==> src/rtl/accu_store_unit.sv <==
// rtl/accu_store_unit.sv - accumulator snapshot store engine with req/ack memory write
//
// Takes a snapshot of the accumulator on store_req and writes it to data memory
// through a request/acknowledge handshake. The control unit can move on as soon
// as the request is accepted and only has to wait for !store_busy before the next one.
//
// Ports:
//   clk, rst (async, active-low), ce (clock enable, freezes everything when 0)
//   store_req / store_addr / ACCU_IN : store command from the control unit
//   mem_ack                          : memory accepted the write
//   mem_addr / mem_wdata / mem_we    : registered memory write port
//   store_busy / store_done          : status back to the control unit
//   err_timeout                      : sticky flag, last store ended without ack

module accu_store_unit #(
    parameter int DATA_W  = 16,
    parameter int ADDR_W  = 6,
    parameter int TIMEOUT = 15
) (
    input  logic              clk,
    input  logic              rst,
    input  logic              ce,
    input  logic              store_req,
    input  logic [ADDR_W-1:0] store_addr,
    input  logic [DATA_W-1:0] ACCU_IN,
    input  logic              mem_ack,
    output logic [ADDR_W-1:0] mem_addr,
    output logic [DATA_W-1:0] mem_wdata,
    output logic              mem_we,
    output logic              store_busy,
    output logic              store_done,
    output logic              err_timeout
);

    // TIMEOUT=0 disables the timeout; keep a 1-bit counter so the width stays legal.
    localparam int CNT_W = (TIMEOUT > 0) ? $clog2(TIMEOUT + 1) : 1;
    localparam logic [CNT_W-1:0] CNT_LAST = CNT_W'((TIMEOUT > 0) ? (TIMEOUT - 1) : 0);

    typedef enum logic [1:0] {
        ST_IDLE  = 2'd0,
        ST_SETUP = 2'd1,
        ST_WRITE = 2'd2,
        ST_DONE  = 2'd3
    } state_t;

    state_t            state, state_nxt;
    logic [CNT_W-1:0]  cnt, cnt_nxt;
    logic [ADDR_W-1:0] addr_nxt;
    logic [DATA_W-1:0] wdata_nxt;
    logic              we_nxt;
    logic              busy_nxt;
    logic              done_nxt;
    logic              err_nxt;

    always_ff @(posedge clk or negedge rst) begin
        if (!rst) begin
            state       <= ST_IDLE;
            cnt         <= '0;
            mem_addr    <= '0;
            mem_wdata   <= '0;
            mem_we      <= 1'b0;
            store_busy  <= 1'b0;
            store_done  <= 1'b0;
            err_timeout <= 1'b0;
        end else if (ce) begin
            state       <= state_nxt;
            cnt         <= cnt_nxt;
            mem_addr    <= addr_nxt;
            mem_wdata   <= wdata_nxt;
            mem_we      <= we_nxt;
            store_busy  <= busy_nxt;
            store_done  <= done_nxt;
            err_timeout <= err_nxt;
        end
    end

    // Outputs are computed as the value they must hold in the *next* state,
    // so every output is a plain register with no path from the inputs.
    always_comb begin
        state_nxt = state;
        cnt_nxt   = cnt;
        addr_nxt  = mem_addr;
        wdata_nxt = mem_wdata;
        we_nxt    = 1'b0;
        busy_nxt  = 1'b1;
        done_nxt  = 1'b0;
        err_nxt   = err_timeout;

        unique case (state)
            ST_IDLE: begin
                busy_nxt = 1'b0;
                if (store_req) begin
                    state_nxt = ST_SETUP;
                    addr_nxt  = store_addr;
                    wdata_nxt = ACCU_IN;
                    cnt_nxt   = '0;
                    err_nxt   = 1'b0;
                    busy_nxt  = 1'b1;
                end
            end
            ST_SETUP: begin
                // One cycle of address/data setup before the strobe rises.
                state_nxt = ST_WRITE;
                we_nxt    = 1'b1;
            end
            ST_WRITE: begin
                if (mem_ack) begin
                    state_nxt = ST_DONE;
                    done_nxt  = 1'b1;
                end else if ((TIMEOUT != 0) && (cnt == CNT_LAST)) begin
                    state_nxt = ST_DONE;
                    done_nxt  = 1'b1;
                    err_nxt   = 1'b1;
                end else begin
                    we_nxt  = 1'b1;
                    cnt_nxt = cnt + 1'b1;
                end
            end
            ST_DONE: begin
                // A request seen here is dropped; the caller retries once busy falls.
                state_nxt = ST_IDLE;
                busy_nxt  = 1'b0;
            end
            default: begin
                state_nxt = ST_IDLE;
                busy_nxt  = 1'b0;
            end
        endcase
    end

endmodule

==> config.mk <==
export PLATFORM = sky130hd
export DESIGN_NAME = accu_store_unit
export DESIGN_NICKNAME = d
export VERILOG_FILES = /design/src/rtl/accu_store_unit.sv
export SDC_FILE = /design/constraint.sdc
export NUM_CORES = 1
export LEC_CHECK = 0
export CAP_MARGIN = 0
export CORE_MARGIN = 1.5
export CORE_UTILIZATION = 44
export DETAILED_ROUTE_END_ITERATION = 16
export GPL_TIMING_DRIVEN = 0
export PLACE_DENSITY = 0.77
export SYNTH_ARGS = -nofsm -noshare
export SYNTH_HDL_FRONTEND = slang
export SYNTH_SLANG_ARGS = --single-unit
==> constraint.sdc <==
create_clock -name clk -period 1.7 [get_ports clk]
set_input_delay 0.255 -clock clk [delete_from_list [all_inputs] [get_ports clk]]
set_output_delay 0.255 -clock clk [all_outputs]
set_load 0.05 [all_outputs]
==> flow_summary.json <==
{
  "num_rows": 20,
  "synth_top_cell_area_share_pct": 54.19,
  "seqPwrFrac_pct": 31.0,
  "dr.pass1.iters": 2,
  "filler_cell_count": 250,
  "combinationalPowerShare_pct": 55.7,
  "core-area_sq_um": 3128,
  "grt_max_degree": 33,
  "relSlewSlack_pct": 53.29,
  "drive_gt1_share_pct": 23.35,
  "r2r_start": "cnt[0]",
  "critPathArrivalTime_ns": 1.81,
  "area_growth_pct": 41.74,
  "synth_area_leader_cell": "dfrtp_1",
  "cp.required_ns": 1.92,
  "gr-usage-met3_pct": 6.183,
  "status": "complete, no violations",
  "post-route-period-util_pct": 93.50,
  "p_per_area_nw_per_um2": 2016,
  "met1_usage_pct": 20.84,
  "yosys_warnings": 0,
  "gr-total-overflow": 0,
  "num_vias": 1053,
  "top_usage_layer": "met2",
  "clkTransAtPathRegs_ns": 0.10,
  "clock-root-buffer": "clkbuf_4",
  "cts_made_buffers": 5,
  "p_leak_nw": 1.029,
  "antenna_left": 0,
  "ys_types": 26,
  "fin_crit_ns": 1.589,
  "internal_power_w": 0.002251,
  "layout.nets": 199,
  "dpl.hpwl_mm": 2.274,
  "critical_path_peak_fanout": 6,
  "seqCellArea_sq_um": 800.8,
  "hold_path_class": "in2reg",
  "grt_pass1_wl_mm": 4.643,
  "ir_drop_mv": 0.8724,
  "cts_tree": "done",
  "first_global_vias": 1012,
  "dieArea_sq_um": 3715,
  "start_kind": "flip-flop",
  "slew_viol_final": 0,
  "syn_inst": 107,
  "p_switching_w": 0.001972,
  "port_buffers": 51,
  "placed_area_sq_um": 2043,
  "max_cap_violations": 0,
  "io_pins": 53,
  "ys_seq_elements": 32,
  "htreeDepth": 2,
  "synth_nets": 140,
  "antenna_found_initial": 0,
  "wl_per_cell_um": 14.56,
  "yosysSeqAreaShare_pct": 54.19,
  "routed_wl_mm": 3.072,
  "power_w": 0.004223,
  "netlist_area_sq_um": 1478,
  "clock_skew_ns": 0.01145,
  "worstMarginPinSlew_ns": 0.7006,
  "clock_sinks": 32,
  "swShare_pct": 46.70,
  "clkPwrFrac_pct": 13.2,
  "vias_per_cell": 4.991,
  "drt_iter0_drc": 42,
  "synth.area.top_cells": "dfrtp_1 54%, mux2_4 19%, ha_1 5.1%, mux2_2 2.3%, a21oi_1 2.0%",
  "fmax_ghz": 0.6292,
  "setup_tns_ns": 0,
  "die_w_um": 60.95,
  "postLayoutCellArea_sq_um": 2095,
  "clk_latency_ns": 0.33,
  "worst_setup_path_end_kind": "flip-flop",
  "rsz0062_at_grt": "false",
  "antenna_cells": 0,
  "initial_utilization_pct": 47.24,
  "die_h_um": 60.95,
  "drcViolationCount": 0,
  "gp_congestion": 0.7809,
  "finalSetupViolations": 0,
  "met2_usage_pct": 29.34,
  "post_cts_buffers": 0,
  "synth_area_per_cell_sq_um": 13.81,
  "hold_viol": 0,
  "crit_type": "reg2reg",
  "startpoint": "cnt[0]",
  "clockBufferDepth": 2,
  "multi_input_area_sq_um": 621.8,
  "groute.usage.overall_pct": 17.54,
  "min-delay-start": "ce"
}
## metal layers
layer / share of wire, % / vias up
li1: - / 492
met1: 43 / 516
met2: 49 / 40
met3: 7.1 / 5
met4: 1.5 / 0
met5: 0 / -
## layout make-up
class | instances | area share, %
Clock inverter | 2 | 1.673
Buffer | 4 | 1.673
Timing Repair Buffer | 52 | 23.06
Clock buffer | 6 | 1.971
Multi-Input combinational cell | 65 | 29.69
Tap cell | 44 | 2.628
Sequential cell | 32 | 38.23
Inverter | 6 | 1.075
## state kept, by name, indices dropped and copies added (netlist names)
register	count
mem_addr	6
state	2
err_timeout	1
store_done	1
cnt	4
store_busy	1
mem_we	1
mem_wdata	16
## through the flow
stage / utilization, % / instances / hold slack, ns / setup WS [ns]
6_report: 66.96 / 211 / 0.1719 / 0.1106
5_1_grt: 66.96 / 211 / 0.1794 / 0.01445
4_1_cts: 66.72 / 210 / 0.1635 / 0.06897
3_5_place_dp: 65.32 / 202 / 0.4959 / -0.2372
3_3_place_gp: 65.32 / 202 / 0.4913 / -0.1840
2_1_floorplan: - / 107 / -0.04059 / 0.2190
## cells in the final DEF, fill, tap and decap left out, types with 2 or more instances in the layout
| cell | count |
|---|---|
| dfrtp_1 | 32 |
| ha_1 | 5 |
| mux2_2 | 3 |
| nor2_1 | 3 |
| dlygate4sd2_1 | 26 |
| a21oi_1 | 6 |
| nand2_1 | 6 |
| nand2b_1 | 2 |
| inv_1 | 6 |
| clkbuf_4 | 5 |
| mux2_4 | 19 |
| clkdlybuf4s50_1 | 24 |
| buf_6 | 2 |
| o211ai_1 | 2 |
| o21ai_0 | 6 |
## kinds of logic (layout without fill, tap and decap cells)
family	after synthesis	after routing	share of synthesized area, %
buffers and inverters	10	70	3.895
flip-flops	32	32	54.19
adder cells (fa/ha/maj)	6	6	5.080
AO/OA/AOI/OAI	19	19	8.214
multiplexers	24	24	23.03
AND/OR/NAND/NOR	16	16	5.589
## synth_stat cells
cell type and number:
o21ai_2 1, buf_4 1, o2111a_1 1, nand3_2 1, nand2b_1 2, buf_6 2
o21ai_0 6, o22ai_1 1, and3_2 1, ha_1 6, a21boi_2 1, clkbuf_2 1
and2_1 1, dfrtp_1 32, nand3_1 1, nor3b_1 1, a41oi_1 1, a21oi_1 6
nor2_1 3, o211ai_1 2, mux2_2 3, mux2_1 1, nand2_1 6, inv_1 6
mux2i_1 1, mux2_4 19
## final timing paths
kind	end	slack (ns)	cells after the start
setup / recovery	state[1]	0.11	5
hold / removal	store_busy	0.17	2
setup reg to reg	state[1]	0.11	5
hold reg to reg	mem_addr[0]	0.51	1
max in group asynchronous	state[0]	0.74	2
min in group asynchronous	mem_wdata[5]	0.50	2
## worst max-delay path: stages (launching register included)
cell and delay (ns):
dfrtp_1 0.44, inv_1 0.06, ha_1 0.20, and3_2 0.26, o21ai_2 0.18, mux2_1 0.33
## power by group through the flow
| stage | Clock, W | Combinational (W) | Sequential (W) |
|---|---|---|---|
| after global routing | 0.000614 | 0.00250 | 0.00135 |
| after floorplan | 0 | 0.000737 | 0.00233 |
| after CTS | 0.000579 | 0.00237 | 0.00131 |
| after detailed placement | 0 | 0.00256 | 0.00134 |
| final | 0.000560 | 0.00235 | 0.00131 |
| after global placement | 0 | 0.00252 | 0.00130 |
## what timing repair did
action | in CTS | in global routing
resized for setup | 26 | 1
setup endpoints to repair | 26 | 8
endpoints found under the hold margin | 0 | 10
hold buffers | 0 | 1
Note: power is estimated with default switching activity, not from simulation.
==> variant 1 (same settings) <==
Re-encode `state_t` (4 states) as one-hot, 4 bits wide.
--- a/src/rtl/accu_store_unit.sv
+++ b/src/rtl/accu_store_unit.sv
@@ -38,7 +38,7 @@
 
-    typedef enum logic [1:0] {
-        ST_IDLE  = 2'd0,
-        ST_SETUP = 2'd1,
-        ST_WRITE = 2'd2,
-        ST_DONE  = 2'd3
+    typedef enum logic [3:0] {
+        ST_IDLE  = 4'b0001,
+        ST_SETUP = 4'b0010,
+        ST_WRITE = 4'b0100,
+        ST_DONE  = 4'b1000
     } state_t;
Behaviour: same outputs for any inputs over 10 cycles, from zero or initial values and one cycle with rst low; not proved beyond that.
==> variant 1 against the unedited design <==
  * The flow now finishes with violations (setup timing)
  * Wire length increased by 14%
  * Global-route usage increased by 1.8 points
  * Power decreased by 2.4%
  * Count of clock-buffer cells in the layout increased by 1
  * Setup slack got worse by 190 ps
  * Sequential cell count increased by 2
  * Die area increased by 6.8%
  * Cell area increased by 7.4%
  * Clock skew decreased by 5.0 ps
  * Synthesized area increased by 7.1%
  * Cell count increased by 8.1%
  * Critical path type unchanged
  * Critical endpoint is now mem_wdata[11]$_DFFE_PN0P_
==> variant 1: results (changes against the unedited design) <==
| Metric | Value |
|---|---|
| Pre-CTS setup slack | -174 ps (+63.6 ps) |
| Run status | complete, but fails checks |
| Leakage | 1.05 nW (+2.4%) |
| Floorplan Core Area | 3390 um^2 (+8.4%) |
| Design internal power | 0.00221 W (-1.8%) |
| Registers with the most flip-flops | mem_wdata: 16 flops, mem_addr: 6 flops |
| Number of setup violations in the final report | 23 (+23) |
| Met2 Routed Length | 1730 um (+16%) |
| Overall via count from detail_route | 1187 (+13%) |
| Final WS setup | -83.2 ps (-194 ps) |
| Met3 global-route usage | 0.0613 (-0.000572) |
| Instance count after placement with tap cells included | 212 (+5.0%) |
| Post-detailed-placement cell area | 2150 um^2 (+5.0%) |
| Mux contribution to synthesized area | 0.211 (-0.0192) |
| Failing checks | setup timing |
| Number of buffers inserted for hold repair after clock tree synthesis | 1 (+1) |
| Actual slew at the worst max-slew pin | 731 ps (+30.2 ps) |
| VDD IR-drop max | 1130 uV (+29%) |
| Net count of the mapped netlist | 144 (+2.9%) |
| M1 wire length | 1470 um (+12%) |
| Clock buffer count in the final layout | 7 (+1) |
| Area of the multi-input gates | 687 um^2 (+10%) |
| Sequential share of cell area | 0.380 (-0.00245) |
| Clock group share of total power | 0.114 (-0.018) |
| Met1 global-route usage | 0.240 (+0.0313) |
| Non-clock buffering overhead | 0.259 (+0.0119) |
## variant 1: final timing paths
| kind | slack [ps] | cells after the start | to | from |
|---|---|---|---|---|
| worst max-delay path | -80 | 4 | mem_wdata[11]$_DFFE_PN0P_ | state[0]$_DFFE_PN1P_ |
| max in group asynchronous | 690 | 2 | state[2]$_DFFE_PN0P_ | rst |
| worst min register to register | 510 | 1 | mem_addr[2]$_DFFE_PN0P_ | mem_addr[2]$_DFFE_PN0P_ |
| min in group asynchronous | 500 | 2 | mem_addr[1]$_DFFE_PN0P_ | rst |
| worst min-delay path | 370 | 3 | cnt[3]$_DFFE_PN0P_ | ce |
| worst max register to register | -80 | 4 | mem_wdata[11]$_DFFE_PN0P_ | state[0]$_DFFE_PN1P_ |
## variant 1: critical path, stage by stage (launching register included)
cell and delay, ps:
sky130_fd_sc_hd__dfstp_2 540, sky130_fd_sc_hd__or4b_4 500, sky130_fd_sc_hd__nor2_8 160, sky130_fd_sc_hd__buf_12 160
sky130_fd_sc_hd__mux2_4 310
==> variant 2 (same flow settings) <==
Without the edit above. The parameter `DATA_W` goes from 16 to 32.
--- a/src/rtl/accu_store_unit.sv
+++ b/src/rtl/accu_store_unit.sv
@@ -15,3 +15,3 @@
 module accu_store_unit #(
-    parameter int DATA_W  = 16,
+    parameter int DATA_W  = 32,
     parameter int ADDR_W  = 6,
Interface: changed (resized ACCU_IN and mem_wdata); port bits go from 53 to 85. The function was not compared with the original's and may differ.
==> variant 2 against the unedited design <==
  * Sequential power is 49% higher
  * Hold slack gained 29 ps
  * Sequential cell count rose by 16
  * Fmax is 5.4% lower
  * Wire length grew 53%
  * Cell area increased by 47%
  * Synthesized area up 38%
  * Critical path type unchanged
  * Power increased by 52%
  * Setup slack worse by 91 ps
==> variant 2: results (changes against the unedited design) <==
| Metric | Value |
|---|---|
| Run status | finished clean |
| Sequential area share after synthesis | 0.588 (+0.0456) |
| Met3 Wirelength | 310 um (+42%) |
| Crit path max-delay cell type | sky130_fd_sc_hd__dfrtp_1 |
| M1 wire length | 1960 um (+50%) |
| Overall via count from detail_route | 1474 (+40%) |
| Ys async rst share | 1.00 (unchanged) |
| Type of the most critical hold path | in -> reg |
| Worst hold-check slack | 201 ps (+29.0 ps) |
| Maximum number of pins on one net before global-route repair | 27 (-18%) |
| Instance count after placement with tap cells included | 281 (+39%) |
| Clk Latency, worst-skew pair | 300 ps (-30 ps) |
| Number of violations reported at the end of detailed-routing iteration 0 | 51 (+21%) |
| Vias/cell | 5.01 (+0.46%) |
| Worst Clk Skew | 6.83 ps (-4.61 ps) |
| Most area-consuming cells after synthesis | sky130_fd_sc_hd__dfrtp_1, sky130_fd_sc_hd__mux2_2, sky130_fd_sc_hd__mux2_4, sky130_fd_sc_hd__ha_1, sky130_fd_sc_hd__o21ai_0 |
| Met2 Routed Length | 2360 um (+58%) |
| Crit path from | state[0]$_DFFE_PN0P_ |
| Port Buffer Count | 83 (+63%) |
| Net count, final | 290 (+46%) |
| Arrival time of the worst setup path | 1850 ps (+40 ps) |
| Share of final-layout standard cells stronger than drive strength 1 | 0.264 (+0.0309) |
| VDD IR-drop max | 1010 uV (+16%) |
| Final Routed Wirelength | 4700 um (+53%) |
| Registers with the most flip-flops | mem_wdata: 32 flops, mem_addr: 6 flops, cnt: 4 flops |
| Top cells by count, synth | sky130_fd_sc_hd__dfrtp_1, sky130_fd_sc_hd__mux2_2, sky130_fd_sc_hd__mux2_4 |
| Post-detail-place hpwl | 3460 um (+52%) |
| Max stage delay on crit path | 410 ps (-30 ps) |
| Actual slew at the worst max-slew pin | 630 ps (-70.7 ps) |
| Buffer cell driving the clock tree root | sky130_fd_sc_hd__clkbuf_8 |
| Design internal power | 0.00336 W (+49%) |
| First-pass iteration count of the detailed router | 4 (+2) |
| Endpoint of the worst register-to-register path | cnt[2]$_DFFE_PN0P_ |
| Fill cell count | 318 (+27%) |
| First-pass GRT wire length | 7590 um (+63%) |
| Global-route usage over all layers | 0.193 (+0.0172) |
| CP max FO | 10 (+4) |
| Cells after Synth | 145 (+36%) |
| Number of cells on the worst reg-to-reg path | 8 (+3) |
| Weighted congestion at the end of routability-driven global placement | 0.798 (+2.2%) |
| Register-to-register path setup slack | 20 ps (-90 ps) |
| Net count of the mapped netlist | 194 (+39%) |
| Leakage | 1.47 nW (+43%) |
| Netlist cell types | 24 (-7.7%) |
| Clock Pin Slew Worst Setup and Hold Paths | 80 ps (-20 ps) |
## variant 2: cell types whose count changed after synthesis, moves of 2 or more
cell,unedited run,this run
sky130_fd_sc_hd__dfrtp_1,32,48
sky130_fd_sc_hd__buf_4,1,3
sky130_fd_sc_hd__mux2_4,19,9
sky130_fd_sc_hd__buf_2,0,3
sky130_fd_sc_hd__mux2_2,3,30
sky130_fd_sc_hd__nor3b_1,1,3
## variant 2: layer usage
layer / vias to the layer above / GRT usage
met1: 708 / 0.248
met4: 0 / 0.0545
met3: 7 / 0.0527
met2: 65 / 0.320
met5: - / 0
li1: 694 / -
## variant 2: cell type report
cell class              count  share of cell area
repair buffers             89               0.274
multi-input cells          85               0.253
well taps                  52              0.0211
clock inverters             2              0.0126
plain buffers               7              0.0158
flip-flops and latches     48               0.390
inverters                   5             0.00609
clock buffers               6              0.0268
## variant 2: worst max-delay path: cells and delay by family (launching register included)
family          cells  cell delay (ps)
compound gates      3              400
fa+ha+maj           1              210
buf+inv             3              480
flops               1              410
simple gates        1               70
## variant 2: how the worst max path moves through the flow
| stage | depth (start not counted) | slack [ps] | to |
|---|---|---|---|
| finish | 8 | 20 | cnt[2]$_DFFE_PN0P_ |
| floorplan | 6 | 130 | state[1]$_DFFE_PN0P_ |
| detailed placement | 6 | -20 | mem_wdata[20]$_DFFE_PN0P_ |
| CTS | 1 | 5 | mem_addr[5] |
| global route | 8 | -70 | cnt[2]$_DFFE_PN0P_ |
| global placement | 1 | -820 | state[1]$_DFFE_PN0P_ |
## variant 2: timing repair
item,4_1_cts,5_1_grt
setup endpoints to repair,52,15
hold buffers,1,0
resized for setup,43,4
endpoints found under the hold margin,25,0
gates cloned,0,0
setup buffers,1,3
## variant 2: cell families (layout without fill, tap and decap cells)
family          after synthesis  in the layout  share of synthesized area
mux                          40             40                      0.236
buf+inv                      12            109                     0.0330
fa+ha+maj                     6              6                     0.0367
compound gates               19             19                     0.0551
flops                        48             48                      0.588
simple gates                 20             20                     0.0514
## variant 2: metrics by stage
stage	utilization	setup slack (ps)	area [um^2]
CTS	0.692	5.41	3050
finish	0.698	19.4	3080
global placement	0.666	-822	2940
floorplan	-	132	2040
global route	0.698	-69.9	3080
detailed placement	0.671	-19.5	2960
## variant 2: power by group through the flow
stage | combinational, W | sequential, W | clock (W)
after CTS | 0.00359 | 0.00194 | 0.000883
after global placement | 0.00380 | 0.00194 | 0
after detailed placement | 0.00388 | 0.00199 | 0
final | 0.00362 | 0.00195 | 0.000856
after global routing | 0.00380 | 0.00201 | 0.000933
after floorplan | 0.000873 | 0.00366 | 0
